**src/rtl/elpis_pkg.sv**
```systemverilog
// Shared constants for the Elpis console-output capture path: word width and the
// logic-analyser bit positions used by the host-side firmware.
package elpis_pkg;

  localparam int ELPIS_WORD_W = 32;

  localparam int LA_POP_TOGGLE = 101;
  localparam int LA_CLEAR      = 102;
  localparam int LA_HEAD_VALID = 103;
  localparam int LA_OVERFLOW   = 104;
  localparam int LA_UNDERFLOW  = 105;
  localparam int LA_COUNT_LSB  = 106;

endpackage

```
**src/rtl/elpis_sync_bit.sv**
```systemverilog
// Multi-stage flip-flop synchroniser for one asynchronous host control bit.
// Clears to 0 on reset so the chain never presents an unknown level.
module elpis_sync_bit #(
  parameter int STAGES = 2
) (
  input  logic clk,
  input  logic rst_n,
  input  logic async_in,
  output logic sync_out
);

  logic [STAGES-1:0] chain_q;

  // NOTE: sequential state uses non-blocking assignments so every stage samples the
  // previous stage's value from before the edge, giving a true shift register.
  always_ff @(posedge clk or negedge rst_n) begin
    if (!rst_n) begin
      chain_q <= '0;
    end else begin
      chain_q <= {chain_q[STAGES-2:0], async_in};
    end
  end

  assign sync_out = chain_q[STAGES-1];

endmodule

```
**src/rtl/elpis_output_fifo.sv**
```systemverilog
// Captures each word Elpis presents (rising edge of its output enable) into a small FIFO
// that the slow host firmware drains by toggling an LA bit; host may flush via LA clear.
module elpis_output_fifo
  import elpis_pkg::*;
#(
  parameter int WIDTH       = ELPIS_WORD_W,
  parameter int DEPTH       = 8,
  parameter int SYNC_STAGES = 2
) (
  input  logic                     clk,
  input  logic                     rst_n,
  input  logic [WIDTH-1:0]         elpis_out_data,
  input  logic                     elpis_out_en,
  input  logic                     host_pop_toggle,
  input  logic                     host_clear,
  output logic [WIDTH-1:0]         head_data,
  output logic                     head_valid,
  output logic [$clog2(DEPTH):0]   fifo_count,
  output logic                     overflow,
  output logic                     underflow
);

  localparam int AW     = $clog2(DEPTH);
  localparam int WARM_W = $clog2(SYNC_STAGES + 2);
  localparam logic [WARM_W-1:0] WARM_DONE  = WARM_W'(SYNC_STAGES + 1);
  localparam logic [AW:0]       FULL_COUNT = (AW + 1)'(DEPTH);

  logic              pop_sync;
  logic              clear_sync;
  logic              en_prev;
  logic              pop_prev;
  logic [WARM_W-1:0] warm_cnt;
  logic [AW-1:0]     rd_ptr;
  logic [AW-1:0]     wr_ptr;
  logic [AW:0]       count;
  logic [WIDTH-1:0]  mem [DEPTH];

  logic push_ev, pop_ev, full, empty, do_push, do_pop;

  elpis_sync_bit #(.STAGES(SYNC_STAGES)) u_sync_pop (
    .clk      (clk),
    .rst_n    (rst_n),
    .async_in (host_pop_toggle),
    .sync_out (pop_sync)
  );

  elpis_sync_bit #(.STAGES(SYNC_STAGES)) u_sync_clear (
    .clk      (clk),
    .rst_n    (rst_n),
    .async_in (host_clear),
    .sync_out (clear_sync)
  );

  // The toggle detector stays disarmed until the synchroniser has filled after reset,
  // so a host toggle bit that is already high does not look like a pop request.
  always_ff @(posedge clk or negedge rst_n) begin
    if (!rst_n) begin
      en_prev  <= 1'b0;
      pop_prev <= 1'b0;
      warm_cnt <= '0;
    end else begin
      en_prev  <= elpis_out_en;
      pop_prev <= pop_sync;
      if (warm_cnt != WARM_DONE) warm_cnt <= warm_cnt + WARM_W'(1);
    end
  end

  always_comb begin
    push_ev = elpis_out_en && !en_prev;
    pop_ev  = (pop_sync ^ pop_prev) && (warm_cnt == WARM_DONE);
    full    = (count == FULL_COUNT);
    empty   = (count == '0);
    // A pop in the same cycle frees the slot a full FIFO needs for the incoming word.
    do_push = push_ev && (!full || pop_ev) && !clear_sync;
    do_pop  = pop_ev && !empty && !clear_sync;
  end

  always_ff @(posedge clk or negedge rst_n) begin
    if (!rst_n) begin
      rd_ptr    <= '0;
      wr_ptr    <= '0;
      count     <= '0;
      overflow  <= 1'b0;
      underflow <= 1'b0;
    end else if (clear_sync) begin
      rd_ptr    <= '0;
      wr_ptr    <= '0;
      count     <= '0;
      overflow  <= 1'b0;
      underflow <= 1'b0;
    end else begin
      if (do_push) wr_ptr <= wr_ptr + AW'(1);
      if (do_pop)  rd_ptr <= rd_ptr + AW'(1);
      case ({do_push, do_pop})
        2'b10:   count <= count + (AW + 1)'(1);
        2'b01:   count <= count - (AW + 1)'(1);
        default: count <= count;
      endcase
      if (push_ev && full && !pop_ev) overflow  <= 1'b1;
      if (pop_ev && empty)            underflow <= 1'b1;
    end
  end

  // NOTE: storage has no reset; valid words are defined by the pointers and count, and
  // leaving the array out of reset keeps it mappable onto plain RAM.
  always_ff @(posedge clk) begin
    if (do_push) mem[wr_ptr] <= elpis_out_data;
  end

  assign head_valid = !empty;
  assign fifo_count = count;
  assign head_data  = empty ? '0 : mem[rd_ptr];

endmodule
```
**config.mk**
```make
export PLATFORM = sky130hd
export DESIGN_NAME = elpis_output_fifo
export DESIGN_NICKNAME = d
export VERILOG_FILES = /design/src/rtl/elpis_pkg.sv /design/src/rtl/elpis_sync_bit.sv /design/src/rtl/elpis_output_fifo.sv
export SDC_FILE = /design/constraint.sdc
export NUM_CORES = 1
export LEC_CHECK = 0
export ABC_AREA = 1
export CAP_MARGIN = 5
export CORE_UTILIZATION = 40
export DETAILED_ROUTE_END_ITERATION = 16
export MAX_ROUTING_LAYER = met4
export RECOVER_POWER = 25
export SLEW_MARGIN = 20
export SYNTH_ARGS = -nofsm -noshare
export SYNTH_HDL_FRONTEND = slang
export SYNTH_HIERARCHICAL = 1
export SYNTH_SLANG_ARGS = --single-unit
export TNS_END_PERCENT = 1
```
**constraint.sdc**
```tcl
create_clock -name clk -period 6.85 [get_ports clk]
set_input_delay 0.685 -clock clk [delete_from_list [all_inputs] [get_ports clk]]
set_output_delay 0.685 -clock clk [all_outputs]
set_load 0.05 [all_outputs]
```
==> metrics.yaml <==
placed_cell_area_um2: 12000
yosysUniqueCellTypes: 27
finalSetupTns_ns: 0
hold_viol: 0
gp_congestion: 0.734
cts_setup_buffers: 0
grt_pass1_wl_um: 36500
die_x_um: 167
synth_top_area_share: 0.706
vias_per_cell: 5.22
rows: 60
rsz0062_at_grt: "false"
fin_crit_ns: 4.59
place_hpwl_um: 12300
worstPathMaxFanout: 64
fmax_mhz: 218
cts_root_buf: "clkbuf_16"
grt_antenna_before_repair: 2
cts_buffer_depth: 3
clk_pin_slew_ns: 0.06
ctsHoldBuffers: 0
portBuffers: 75
htreeDepth: 1
fin_area_um2: 12900
seq_area_frac_synth: 0.752
combPwrFrac: 0.381
yosys-top-cells-count: "edfxtp_1 (256), nor2_1 (209), o21ai_0 (165), a31oi_1 (33), o22ai_1 (32)"
drtIter0Drc: 535
slew_viol_final: 0
syn_avg_cell_area_um2: 12.8
seq_area_um2: 8190
crit_required_ns: 6.16
worst_setup_path_start_kind: "flop"
cts_tree: "built"
hold_depth: 0
wirelength_um: 23300
switching_share: 0.389
rr_worst_depth: 8
cts_buffers: 28
cp-end-kind: "output pin"
finClkSkew_ns: 0.00579
max_slew_margin: 0.373
syn-num-nets: 893
fin_nets: 960
tightest_slew_ns: 0.939
die_y_um: 167
hp-class: "flop to flop"
wl_per_cell_um: 18.1
yosysMostFrequentCell: "edfxtp_1"
grt_start_max_net_pins: 68
dr.pass1.iters: 5
grt_overflow_total: 0
n_fill_cell: 2342
multi_input_area_um2: 2460
synth_edf_count: 256
io_pins: 76
cts_resized: 0
path_class: "flop to output pin"
leakage_nw: 4.31
p_int_w: 0.00334
grt_use_total: 0.172
arrival_ns: 3.91
yosysWarnings: 6
yosys.area.top_type: "edfxtp_1"
power_density_nw_per_um2: 424
cap_violations: 0
core_region_area_um2: 26800
num_vias: 6692
vdd_ir_drop_max_v: 0.000351
ys_ff_latch: 276
post-route-drc-count: 0
ys.flop_type: "edfxtp_1"
area_growth_pct: 18.5
finalSetupViolCount: 0
async_reset_ff_frac: 0.0725
ant_nets: 0
start_util: 0.406
clock_latency_ns: 0.52
die_area_um2: 27900
clock_power_share: 0.261
drive_gt1_frac: 0.0852
numClockSinks: 276
seq_power_share: 0.358
synthTopCellsByArea: "edfxtp_1 (71%), o21ai_0 (7.6%), nor2_1 (7.2%), dfrtp_1 (4.6%), a31oi_1 (1.9%)"
postSynthCellCount: 851
grt_pass1_vias: 6505
switchingPower_w: 0.00213
synthesis.area_um2: 10900
period_share: 0.671
status: "finished clean"
fin_util: 0.482
r2r_setup_slack_ns: 4.07
-- layer usage --
layer | share of wire | wire, um | vias up | track usage
met5 | 0 | 0 | - | -
met1 | 0.45 | 10400 | 3272 | 0.225
met3 | 0.048 | 1110 | 32 | 0.0245
met4 | 0.018 | 408 | 0 | 0.0556
met2 | 0.49 | 11300 | 150 | 0.278
li1 | - | - | 3238 | -
-- final timing paths --
check                                                    end                            start
setup / recovery                               head_data[12]            rd_ptr[0]$_DFFE_PN0P_
hold / removal               u_sync_pop/chain_q[1]$_DFF_PN0_  u_sync_pop/chain_q[0]$_DFF_PN0_
setup reg to reg                        mem[2][26]$_DFFE_PP_          warm_cnt[0]$_DFFE_PN0P_
hold reg to reg              u_sync_pop/chain_q[1]$_DFF_PN0_  u_sync_pop/chain_q[0]$_DFF_PN0_
max in group asynchronous              rd_ptr[0]$_DFFE_PN0P_                            rst_n
min in group asynchronous  u_sync_clear/chain_q[0]$_DFF_PN0_                            rst_n
-- cells in the final DEF, fill, tap and decap left out, drive strengths merged --
cell type / n
a21oi: 2
a31oi: 33
buf: 14
bufinv: 2
clkbuf: 33
clkdlybuf4s50: 53
clkinv: 17
dfrtp: 20
diode: 2
dlygate4sd3: 22
edfxtp: 256
ha: 5
inv: 19
mux2: 1
nand2: 34
nand3: 10
nand3b: 1
nor2: 214
o21ai: 170
o22ai: 32
xnor2: 1
-- per-stage QoR --
step                      instances  power (W)  worst slack [ns]  hold slack, ns
final                          1282    0.00547              2.26           0.353
after CTS                      1280    0.00553              2.20           0.357
after detailed placement       1229    0.00410              2.77           0.343
after floorplan                 851    0.00343              3.58           0.331
after global placement         1228    0.00409              2.78           0.335
after global routing           1282    0.00574              1.92           0.377
-- worst max-delay path: stages, from the launching register on --
cell	delay (ns)
dfrtp_4	0.87
clkinv_2	0.67
buf_4	0.48
o21ai_0	0.21
o22ai_1	0.08
o21ai_0	0.16
a31oi_1	0.12
clkdlybuf4s50_1	0.78
-- cells by family after synthesis --
| group | count (synthesis) | share of synthesized area |
|---|---|---|
| adder cells (fa/ha/maj) | 5 | 0.00574 |
| XOR/XNOR | 1 | 0.000804 |
| flip-flops | 276 | 0.752 |
| buffers and inverters | 72 | 0.0277 |
| multiplexers | 1 | 0.00103 |
| AND/OR/NAND/NOR | 259 | 0.0967 |
| AO/OA/AOI/OAI | 237 | 0.116 |
-- flip-flops by register name, indices dropped and copies added (netlist names) --
signal                count
pop_prev                  1
u_sync_clear/chain_q      2
u_sync_pop/chain_q        2
mem                     256
wr_ptr                    3
en_prev                   1
overflow                  1
underflow                 1
rd_ptr                    3
fifo_count                4
warm_cnt                  2
-- power groups by stage --
| stage | clock (W) | combinational [W] | sequential, W |
|---|---|---|---|
| global placement | 0 | 0.00210 | 0.00199 |
| CTS | 0.00146 | 0.00212 | 0.00196 |
| floorplan | 0 | 0.00145 | 0.00198 |
| finish | 0.00143 | 0.00209 | 0.00196 |
| global route | 0.00153 | 0.00225 | 0.00197 |
| detailed placement | 0 | 0.00211 | 0.00199 |
-- layout make-up --
type                            count  area share
Clock inverter                     18     0.00979
Sequential cell                   276       0.635
Timing Repair Buffer               89      0.0679
Clock buffer                       33      0.0574
Inverter                           20     0.00591
Antenna cell                        2    0.000388
Tap cell                          341      0.0331
Multi-Input combinational cell    503       0.191
(Power assumes the default switching activity.)
